<file path="config.mk">
export PLATFORM = sky130hd
export DESIGN_NAME = twos_comp_dispatch
export DESIGN_NICKNAME = d
export VERILOG_FILES = /design/src/rtl/twos_comp_pkg.sv /design/src/rtl/twos_comp_watchdog.sv /design/src/rtl/twos_comp_dispatch.sv
export SDC_FILE = /design/constraint.sdc
export NUM_CORES = 1
export LEC_CHECK = 0
export CELL_PAD_IN_SITES_DETAIL_PLACEMENT = 1
export CELL_PAD_IN_SITES_GLOBAL_PLACEMENT = 1
export CORE_MARGIN = 10
export CORE_UTILIZATION = 51
export CTS_CLUSTER_DIAMETER = 30
export CTS_CLUSTER_SIZE = 24
export DETAILED_ROUTE_END_ITERATION = 7
export DONT_BUFFER_PORTS = 1
export HOLD_SLACK_MARGIN = 0.02
export PLACE_DENSITY = 0.87
export SLEW_MARGIN = 10
export SYNTH_ARGS = -nofsm -noshare
export SYNTH_HDL_FRONTEND = slang
export SYNTH_SLANG_ARGS = --single-unit
</file>
<file path="constraint.sdc">
create_clock -name clk -period 3.8 [get_ports clk]
set_clock_uncertainty 0.2 [all_clocks]
set_input_delay 0.38 -clock clk [delete_from_list [all_inputs] [get_ports clk]]
set_output_delay 0.38 -clock clk [all_outputs]
set_load 0.01 [all_outputs]
</file>
<file path="src/rtl/twos_comp_pkg.sv">
// Shared constants and state encoding for the two's-complement dispatch slice.
// The default widths are also used by the complementer bench.
package twos_comp_pkg;

    localparam int DATA_W_DEF  = 8;
    localparam int TIMEOUT_DEF = 32;
    localparam int CNT_W_DEF   = 8;

    typedef enum logic [1:0] {
        ST_IDLE  = 2'b00,
        ST_RUN   = 2'b01,
        ST_CLEAR = 2'b10,
        ST_OUT   = 2'b11
    } state_e;

    // Narrowest counter that can still hold timeout-1.
    function automatic int timer_width(input int timeout);
        if (timeout <= 2) begin
            return 1;
        end else begin
            return $clog2(timeout);
        end
    endfunction

endpackage

</file>
<file path="src/rtl/twos_comp_watchdog.sv">
// Conversion watchdog: counts enabled cycles since the last clear and flags
// the cycle on which the count reaches TIMEOUT-1.
module twos_comp_watchdog
    import twos_comp_pkg::*;
#(
    parameter int TIMEOUT = TIMEOUT_DEF
) (
    input  logic clk,
    input  logic reset,
    input  logic clear,
    input  logic enable,
    output logic expired
);

    localparam int            TW   = timer_width(TIMEOUT);
    localparam logic [TW-1:0] LAST = TW'(TIMEOUT - 1);

    logic [TW-1:0] count_q;
    logic [TW-1:0] count_d;

    // Next count: clear wins, otherwise advance only while enabled.
    always_comb begin
        count_d = count_q;
        if (clear) begin
            count_d = '0;
        end else if (enable) begin
            count_d = count_q + TW'(1);
        end else begin
            count_d = count_q;
        end
    end

    // Count register.
    always_ff @(posedge clk or posedge reset) begin
        if (reset) begin
            count_q <= '0;
        end else begin
            count_q <= count_d;
        end
    end

    assign expired = enable && (count_q == LAST);

endmodule

</file>
<file path="src/rtl/twos_comp_dispatch.sv">
// Valid/ready front end for the serial two's-complement FSM: one operand in
// flight, watchdog-bounded conversion, result presented with an error flag.
module twos_comp_dispatch
    import twos_comp_pkg::*;
#(
    parameter int DATA_W  = DATA_W_DEF,
    parameter int TIMEOUT = TIMEOUT_DEF,
    parameter int CNT_W   = CNT_W_DEF
) (
    input  logic              clk,
    input  logic              reset,
    input  logic              s_valid,
    output logic              s_ready,
    input  logic [DATA_W-1:0] s_data,
    output logic              m_valid,
    input  logic              m_ready,
    output logic [DATA_W-1:0] m_data,
    output logic              m_err,
    output logic              cmp_start,
    output logic [DATA_W-1:0] cmp_in,
    input  logic [DATA_W-1:0] cmp_out,
    input  logic              cmp_done,
    output logic              busy,
    output logic [CNT_W-1:0]  err_count
);

    state_e             state_q;
    state_e             state_d;
    logic [DATA_W-1:0]  op_q;
    logic [DATA_W-1:0]  op_d;
    logic [DATA_W-1:0]  res_q;
    logic [DATA_W-1:0]  res_d;
    logic               err_q;
    logic               err_d;
    logic [CNT_W-1:0]   cnt_q;
    logic [CNT_W-1:0]   cnt_d;
    logic               s_ready_q;
    logic               cmp_start_q;
    logic               m_valid_q;
    logic               busy_q;
    logic               wd_clear_s;
    logic               wd_enable_s;
    logic               wd_expired_s;

    assign wd_enable_s = (state_q == ST_RUN);

    twos_comp_watchdog #(
        .TIMEOUT (TIMEOUT)
    ) u_watchdog (
        .clk     (clk),
        .reset   (reset),
        .clear   (wd_clear_s),
        .enable  (wd_enable_s),
        .expired (wd_expired_s)
    );

    // Next-state and datapath decisions.
    always_comb begin
        state_d    = state_q;
        op_d       = op_q;
        res_d      = res_q;
        err_d      = err_q;
        cnt_d      = cnt_q;
        wd_clear_s = 1'b0;
        case (state_q)
            ST_IDLE: begin
                if (s_valid) begin
                    op_d       = s_data;
                    wd_clear_s = 1'b1;
                    state_d    = ST_RUN;
                end else begin
                    state_d = ST_IDLE;
                end
            end
            ST_RUN: begin
                // A done seen on the expiry cycle still counts as a good result.
                if (cmp_done) begin
                    res_d   = cmp_out;
                    err_d   = 1'b0;
                    state_d = ST_CLEAR;
                end else if (wd_expired_s) begin
                    res_d   = '0;
                    err_d   = 1'b1;
                    state_d = ST_CLEAR;
                    if (cnt_q != {CNT_W{1'b1}}) begin
                        cnt_d = cnt_q + CNT_W'(1);
                    end else begin
                        cnt_d = cnt_q;
                    end
                end else begin
                    state_d = ST_RUN;
                end
            end
            ST_CLEAR: begin
                if (!cmp_done) begin
                    state_d = ST_OUT;
                end else begin
                    state_d = ST_CLEAR;
                end
            end
            ST_OUT: begin
                if (m_ready) begin
                    state_d = ST_IDLE;
                end else begin
                    state_d = ST_OUT;
                end
            end
            default: begin
                state_d = ST_IDLE;
            end
        endcase
    end

    // State, datapath and output flags; flags are precomputed from state_d.
    always_ff @(posedge clk or posedge reset) begin
        if (reset) begin
            state_q     <= ST_IDLE;
            op_q        <= '0;
            res_q       <= '0;
            err_q       <= 1'b0;
            cnt_q       <= '0;
            s_ready_q   <= 1'b1;
            cmp_start_q <= 1'b0;
            m_valid_q   <= 1'b0;
            busy_q      <= 1'b0;
        end else begin
            state_q     <= state_d;
            op_q        <= op_d;
            res_q       <= res_d;
            err_q       <= err_d;
            cnt_q       <= cnt_d;
            s_ready_q   <= (state_d == ST_IDLE);
            cmp_start_q <= (state_d == ST_RUN);
            m_valid_q   <= (state_d == ST_OUT);
            busy_q      <= (state_d != ST_IDLE);
        end
    end

    assign s_ready   = s_ready_q;
    assign cmp_start = cmp_start_q;
    assign m_valid   = m_valid_q;
    assign busy      = busy_q;
    assign cmp_in    = op_q;
    assign m_data    = res_q;
    assign m_err     = err_q;
    assign err_count = cnt_q;

endmodule
</file>
==> flow_metrics.tcl, run 1 <==
set metrics [dict create \
    status "finished clean" \
    period_needed_ns 2.31 \
    synthDistinctLibCells 40 \
    timing.reg2reg.setup_slack_ns 1.49 \
    io_buffers 0 \
    crit_top_cell "ha_1" \
    clockRootBuffer "clkbuf_4" \
    start_util_pct 53.1 \
    fin_crit_sh_pct 60.8 \
    r2r_end "err_count[2]" \
    path_clk_slew_ns 0.12 \
    cp-end-kind "flop" \
    viasPerCell 5.94 \
    ios 50 \
    ys_async_sr_fraction_pct 100 \
    syn-instance-count 128 \
    synth_area_um2 1610 \
    ir_drop_mv 0.381 \
    cts_sinks 36 \
    drv_cap 0 \
    min_path_cells 3 \
    final_antenna_net_count 0 \
    total_power_w 0.00125 \
    setup.worst_path.start_class "flop" \
    drt_first_pass_iters 5 \
    p_per_area_nw_per_um2 666 \
    h-tree-depth 2 \
    ys_seq_elements 36 \
    crit_required_ns 3.82 \
    hold_ws_ns 0.0425 \
    finalSetupViolCount 0 \
    rsz0062_at_grt "false" \
    cp_cell_sequence "ha_1, and3_1, ha_1, nand3b_1, a2111oi_0, a21oi_1" \
    die_y_um 76.2 \
    final_common_cell "dfrtp_1" \
    synth_fp_nets 152 \
    cp.arrival_ns 2.33 \
    relSlewSlack_pct 54.0 \
    clk_latency_ns 0.35 \
    utilization_pct 62.1 \
    drc_errors 0 \
    yosys_warnings 0 \
    post-place-ws_ns 1.59 \
    critPathSlowestCell "a2111oi_0" \
    synth_edf_count 0 \
    dieArea_um2 5800 \
    first_global_vias 1335 \
    grt_remaining_overflow 0 \
    p_leak_nw 0.828 \
    hold_viol 0 \
    fp.dieW_um 76.2 \
    drtIter0Drc 46 \
    finalNetCount 175 \
    n_antenna_cell 0 \
    core_area_um2 3030 \
    routed_wl_um 4580 \
    layout-drive-gt1-share_pct 17.1 \
    gp_congestion 0.802 \
    cts.path.max_buffers 2 \
    max_freq_mhz 433 \
    worstPathMaxFanout 7 \
    layout_common_cells "dfrtp_1, dlygate4sd3_1, nand2_1, mux2_2, a22o_1" \
    worstSetupPathType "flop to flop" \
    vias 1164 \
    hold_path_startpoint "m_ready" \
    hold_path_class "input port to flop" \
    cts_made_buffers 5 \
    row_count 20 \
    synth_area_per_cell_um2 12.6 \
    grt_max_degree 29 \
    holdPathEnd "m_valid" \
    grt_first_pass_wirelength_um 7270 \
    fin_ws_ns 1.49 \
    cts_tree "built" \
    grt_usage_pct 15.8 \
    area_growth_pct 16.9 \
    seq_area_frac_synth_pct 56.1 \
    report.final.slew_viol_count 0 \
    grt_antenna_before_repair 0 \
    worst_pin_slew_ns 0.689 \
    crit_path_max_incr_delay_ns 0.48 \
    synth_ff_type "dfrtp_1" \
    dpl.hpwl_um 2900 \
    r2r_start "u_watchdog.count_q[0]" \
    reg2regPathDepth 6 \
    post_drt_wl_per_cell_um 23.4 \
    finalSetupTns_ns 0 \
]
worst max path at each step:
stage	start	endpoint	slack, ns	depth (start not counted)
final	u_watchdog.count_q[0]	err_count[2]	1.49	6
after global routing	u_watchdog.count_q[0]	err_count[2]	1.29	6
after CTS	u_watchdog.count_q[0]	err_count[6]	1.54	6
after detailed placement	u_watchdog.count_q[0]	err_count[2]	1.59	6
after global placement	u_watchdog.count_q[0]	err_count[7]	1.74	6
after floorplan	u_watchdog.count_q[0]	err_count[1]	1.80	6
worst max-delay path, delay by kind of cell (launching register included):
| kind | cells | cell delay, ns |
|---|---|---|
| AO/OA/AOI/OAI | 2 | 0.61 |
| AND/OR/NAND/NOR | 2 | 0.34 |
| adder cells (fa/ha/maj) | 2 | 0.57 |
| flip-flops | 1 | 0.46 |
report_power, final:
group,internal (W),switching [W]
registers,0.000524,0.000195
clock network,0.0000736,0.000138
logic,0.000164,0.000158
total,0.000762,0.000491
per-stage QoR:
stage | instance area (um2) | cells
after floorplan | 1610 | 128
after global placement | 1630 | 169
after detailed placement | 1630 | 169
after CTS | 1880 | 196
after global routing | 1880 | 196
final | 1880 | 196
cells by family after synthesis:
kind of cell / after synthesis / share of synthesized area [%]
xor gates and xnor gates: 3 / 1.63
AOI/OAI and AO/OA: 28 / 12.9
muxes: 13 / 9.41
DFF: 36 / 56.1
adders and majority gates: 3 / 2.33
and+or+nand+nor: 36 / 14.1
buffers and inverters: 9 / 3.58
layout make-up:
class | count | area [um2]
clock buffer | 6 | 41.3
clock inverter | 2 | 16.3
fill | 290 | 1150
inverter | 5 | 18.8
multi-input combinational | 83 | 649
sequential | 36 | 902
tap | 44 | 55.1
timing repair buffer | 20 | 198
cell usage after synthesis (3+ instances only):
cell	instances	share of area, %
nor2_1	6	1.4
ha_1	3	2.3
a21oi_1	3	0.93
dfrtp_1	35	54
a22o_1	8	4.4
buf_6	3	2.1
o21ai_0	4	1.2
mux2_2	9	6.3
nand3_1	5	1.6
inv_1	5	1.2
nand2_1	10	2.3
routing by layer:
metal	share of wire, %	track usage, %	routed length [um]	vias to the layer above
met3	6.6	6.72	301	15
met2	51	27.4	2360	45
li1	-	-	-	513
met1	38	15.5	1760	591
met5	0	0	0	-
met4	3.6	8.55	164	0
state kept, by name (all words and copies together), names as in the netlist:
register and flops:
m_data 8, m_valid 1, m_err 1, cmp_start 1, busy 1, u_watchdog.count_q 5, state_q 2, cmp_in 8
err_count 8, s_ready 1
what timing repair did:
item / in CTS / in global routing
setup buffers: 0 / 0
gates resized for setup: 0 / 0
hold endpoints to repair: 26 / 0
hold buffers: 19 / 0
(Power assumes the default switching activity.)
==> run 2, diff against run 1 <==
Settings changed: CORE_UTILIZATION 51 to 43, PLACE_DENSITY 0.87 to 0.79.
Clock period 3.8 ns to 1.9 ns, I/O delays scaled along.
==> flow_metrics.tcl, run 2 (same netlist as run 1, synthesis figures left out) <==
set metrics [dict create \
    layout-drive-gt1-share_pct 29.3 \
    dpl.hpwl_um 3010 \
    report.final.slew_viol_count 0 \
    worst_pin_slew_ns 0.456 \
    cp.arrival_ns 1.90 \
    fin_crit_sh_pct 101 \
    die_y_um 81.2 \
    hold_viol 0 \
    critPathSlowestCell "dfrtp_1" \
    r2r_start "u_watchdog.count_q[1]" \
    utilization_pct 58.6 \
    cp_top_family "simple AND/OR/NAND/NOR gates" \
    final_antenna_net_count 0 \
    critical_path.endpoint "err_count[5]" \
    violations "setup timing" \
    clk_latency_ns 0.30 \
    reg2regPathDepth 6 \
    clockRootBuffer "clkbuf_8" \
    gp_congestion 0.825 \
    vias 1194 \
    crit_cells 6 \
    grt_first_pass_wirelength_um 7060 \
    cp-startpoint "u_watchdog.count_q[1]" \
    start_util_pct 44.3 \
    grt_antenna_before_repair 0 \
    rsz0062_at_grt "true" \
    drtIter0Drc 71 \
    drt_first_pass_iters 4 \
    p_per_area_nw_per_um2 1280 \
    crit_path_max_incr_delay_ns 0.36 \
    max_freq_mhz 520 \
    setup.worst_path.start_class "flop" \
    hold_path_class "input port to flop" \
    grt_usage_pct 14.1 \
    path_clk_slew_ns 0.07 \
    drv_cap 0 \
    final_common_cell "dfrtp_1" \
    ios 50 \
    finalSetupTns_ns -0.0221 \
    relSlewSlack_pct 69.6 \
    fin_ws_ns -0.0221 \
    finalNetCount 190 \
    grt_max_degree 37 \
    row_count 22 \
    cts_sinks 36 \
    cts_made_buffers 5 \
    drc_errors 0 \
    finalSetupViolCount 1 \
    cp_cell_sequence "ha_2, and3_4, ha_4, nand4bb_4, nor3_2, mux2_4" \
    grt_remaining_overflow 0 \
    dieArea_um2 6590 \
    viasPerCell 5.55 \
    cts.path.max_buffers 2 \
    h-tree-depth 2 \
    n_antenna_cell 0 \
    ir_drop_mv 0.757 \
    status "finished, violations left" \
    cts_tree "built" \
    area_growth_pct 32.3 \
    routed_wl_um 4580 \
    timing.reg2reg.setup_slack_ns -0.02 \
    core_area_um2 3630 \
    worstSetupPathType "flop to flop" \
    worstPathMaxFanout 5 \
    p_leak_nw 0.909 \
    fp.dieW_um 81.2 \
    io_buffers 0 \
    r2r_end "err_count[5]" \
    post_drt_wl_per_cell_um 21.3 \
    crit_required_ns 1.88 \
    first_global_vias 1344 \
    cp-end-kind "flop" \
    layout_common_cells "dfrtp_1, dlygate4sd3_1, buf_4, nand2_1" \
    period_needed_ns 1.92 \
    path_buf_inv 0 \
]
run 2: timing repair:
item | in CTS | in global routing
buffers inserted | 0 | 2
hold endpoints to repair | 59 | 0
resized for setup | 3 | 10
pin swaps | 1 | 4
hold buffers | 21 | 0
endpoints found under the setup margin | 3 | 9
run 2: worst min-delay path by stage:
stage	start	endpoint	slack, ns	depth (start not counted)
floorplan	s_valid	s_ready	0.06	1
global placement	reset	cmp_in[3]	0.002	2
detailed placement	reset	m_data[7]	0.01	2
CTS	cmp_done	err_count[4]	0.07	3
global route	cmp_done	err_count[4]	0.12	3
finish	cmp_done	err_count[4]	0.11	3
run 2: area by class of cell:
type,instances,area (um2)
fillers,374,1510
flip-flops and latches,36,903
multi-input cells,83,733
repair buffers,35,315
clock buffers,6,82.6
well taps,48,60.1
inverters,5,18.8
clock inverters,2,15.0
run 2: layer usage:
layer / share of wire [%] / vias up / wire [um] / GRT usage (%)
li1: - / 541 / - / -
met1: 40 / 608 / 1830 / 15.5
met2: 51 / 39 / 2340 / 23.0
met3: 7.9 / 6 / 360 / 6.84
met4: 1.2 / 0 / 53 / 5.54
met5: 0 / - / 0 / 0
run 2: stage by stage:
step	total power (W)	instance area [um2]	hold WS [ns]	setup slack [ns]	cells
finish	0.00272	2130	0.113	-0.0221	215
CTS	0.00273	2050	0.0707	0.00138	213
global route	0.00292	2130	0.122	-0.0904	215
detailed placement	0.00209	1740	0.0123	-0.0127	184
floorplan	0.00188	1630	0.0580	0.0113	128
global placement	0.00203	1740	0.00201	0.0262	184
run 2: report_power, final:
group	leakage [nW]	internal [W]	switching, W
logic	0.416	0.000401	0.000309
registers	0.450	0.00105	0.000376
clock network	0.0434	0.000293	0.000285
run 2: tightest hold or removal path: cells and delay by family:
kind / cells / cell delay, ns
AOI/OAI and AO/OA: 1 / 0.08
xor gates and xnor gates: 1 / 0.13
and+or+nand+nor: 1 / 0.16
==> run 3, diff against run 2 <==
Settings changed: RECOVER_POWER set to 100, TNS_END_PERCENT set to 20.
==> flow_metrics.tcl, run 3 (same netlist as run 1, synthesis figures left out) <==
set metrics [dict create \
    grt_usage_pct 14.1 \
    crit_path_max_incr_delay_ns 0.36 \
    drtIter0Drc 60 \
    setup.worst_path.start_class "flop" \
    drc_errors 0 \
    worstPathMaxFanout 5 \
    routed_wl_um 4440 \
    cts.path.max_buffers 2 \
    first_global_vias 1344 \
    layout_common_cells "dfrtp_1, dlygate4sd3_1, buf_4, nand2_1" \
    path_buf_inv 0 \
    post-place-ws_ns -0.0127 \
    ios 50 \
    violations "setup timing" \
    h-tree-depth 2 \
    layout-drive-gt1-share_pct 28.9 \
    worst_pin_slew_ns 0.881 \
    fp.dieW_um 81.2 \
    post_drt_wl_per_cell_um 20.7 \
    clockRootBuffer "clkbuf_8" \
    ir_drop_mv 0.708 \
    cts_tree "built" \
    worstSetupPathType "flop to flop" \
    drt_first_pass_iters 4 \
    fin_ws_ns -0.0215 \
    hold_path_class "input port to flop" \
    path_clk_slew_ns 0.08 \
    final_antenna_net_count 0 \
    rsz0062_at_grt "true" \
    grt_first_pass_wirelength_um 7060 \
    critPathSlowestCell "dfrtp_1" \
    grt_antenna_before_repair 0 \
    finalSetupTns_ns -0.0215 \
    timing.reg2reg.setup_slack_ns -0.02 \
    clk_latency_ns 0.29 \
    io_buffers 0 \
    final_common_cell "dfrtp_1" \
    row_count 22 \
    hold_viol 0 \
    finalSetupViolCount 1 \
    vias 1184 \
    drv_cap 0 \
    start_util_pct 44.3 \
    dieArea_um2 6590 \
    cp_top_family "simple AND/OR/NAND/NOR gates" \
    cp.arrival_ns 1.90 \
    crit_required_ns 1.88 \
    grt_max_degree 37 \
    dpl.hpwl_um 3010 \
    finalNetCount 189 \
    report.final.slew_viol_count 0 \
    status "finished, violations left" \
    cp-end-kind "flop" \
    cts_made_buffers 5 \
    cts_sinks 36 \
    area_growth_pct 31.2 \
    viasPerCell 5.53 \
    grt_remaining_overflow 0 \
    gp_congestion 0.825 \
    period_needed_ns 1.92 \
    p_leak_nw 0.903 \
    core_area_um2 3630 \
    n_antenna_cell 0 \
    cp_cell_sequence "ha_2, and3_4, ha_4, nand4bb_4, nor3_2, mux2_4" \
    p_per_area_nw_per_um2 1290 \
    relSlewSlack_pct 41.3 \
    max_freq_mhz 520 \
    fin_crit_sh_pct 101 \
    die_y_um 81.2 \
]
==> run 3: changes by cell type in the layout (fill, tap and decap cells not counted) <==
cell | before | now
buf_4 | 14 | 12
clkbuf_2 | 0 | 1
o21ai_2 | 1 | 2
o21ai_4 | 1 | 0
==> run 3: what timing repair did <==
action                                 in CTS  in global routing
setup buffers                               0                  1
gates resized for setup                     3                  9
endpoints found under the hold margin      59                  0
cloned                                      0                  0
setup endpoints to repair                   3                  9
pin swaps                                   1                  4
hold buffers                               21                  0
==> run 3: layout make-up <==
| type | instances | area (um2) |
|---|---|---|
| Inverter | 5 | 18.8 |
| Tap cell | 48 | 60.1 |
| Timing Repair Buffer | 34 | 305 |
| Clock buffer | 6 | 82.6 |
| Sequential cell | 36 | 903 |
| Fill cell | 374 | 1520 |
| Multi-Input combinational cell | 83 | 726 |
| Clock inverter | 2 | 15.0 |
==> run 3: worst paths after layout <==
check	startpoint	end	cells past startpoint
max	u_watchdog.count_q[0]	err_count[5]	6
min	cmp_done	err_count[0]	3
max reg2reg	u_watchdog.count_q[0]	err_count[5]	6
min reg2reg	u_watchdog.count_q[2]	u_watchdog.count_q[2]	1
max in group asynchronous	reset	state_q[0]	3
min in group asynchronous	reset	m_data[3]	3
==> run 3: through the flow <==
stage / cell area (um2) / hold slack (ns) / cells / util, % / power (W)
after floorplan: 1630 / 0.0580 / 128 / - / 0.00188
after global placement: 1740 / 0.00201 / 184 / 47.8 / 0.00203
after detailed placement: 1740 / 0.0123 / 184 / 47.8 / 0.00209
after CTS: 2050 / 0.0707 / 213 / 56.5 / 0.00273
after global routing: 2110 / 0.0906 / 214 / 58.1 / 0.00292
final: 2110 / 0.0989 / 214 / 58.1 / 0.00271
==> run 3: worst register-to-register path: stages (launching register included) <==
cell	delay (ns)
dfrtp_1	0.36
ha_2	0.18
and3_4	0.19
ha_4	0.17
nand4bb_4	0.15
nor3_2	0.23
mux2_4	0.32
==> run 3: layer usage <==
layer | vias up | track usage (%) | routed length [um]
li1 | 541 | - | -
met1 | 592 | 15.5 | 1740
met2 | 44 | 23.0 | 2280
met3 | 7 | 6.84 | 368
met4 | 0 | 5.54 | 53
met5 | - | 0 | 0
==> run 3: where the power goes <==
group / total [W] / switching [W] / internal [W]
sequential: 0.00143 / 0.000375 / 0.00105
combinational: 0.000709 / 0.000308 / 0.000400
clock: 0.000576 / 0.000283 / 0.000293
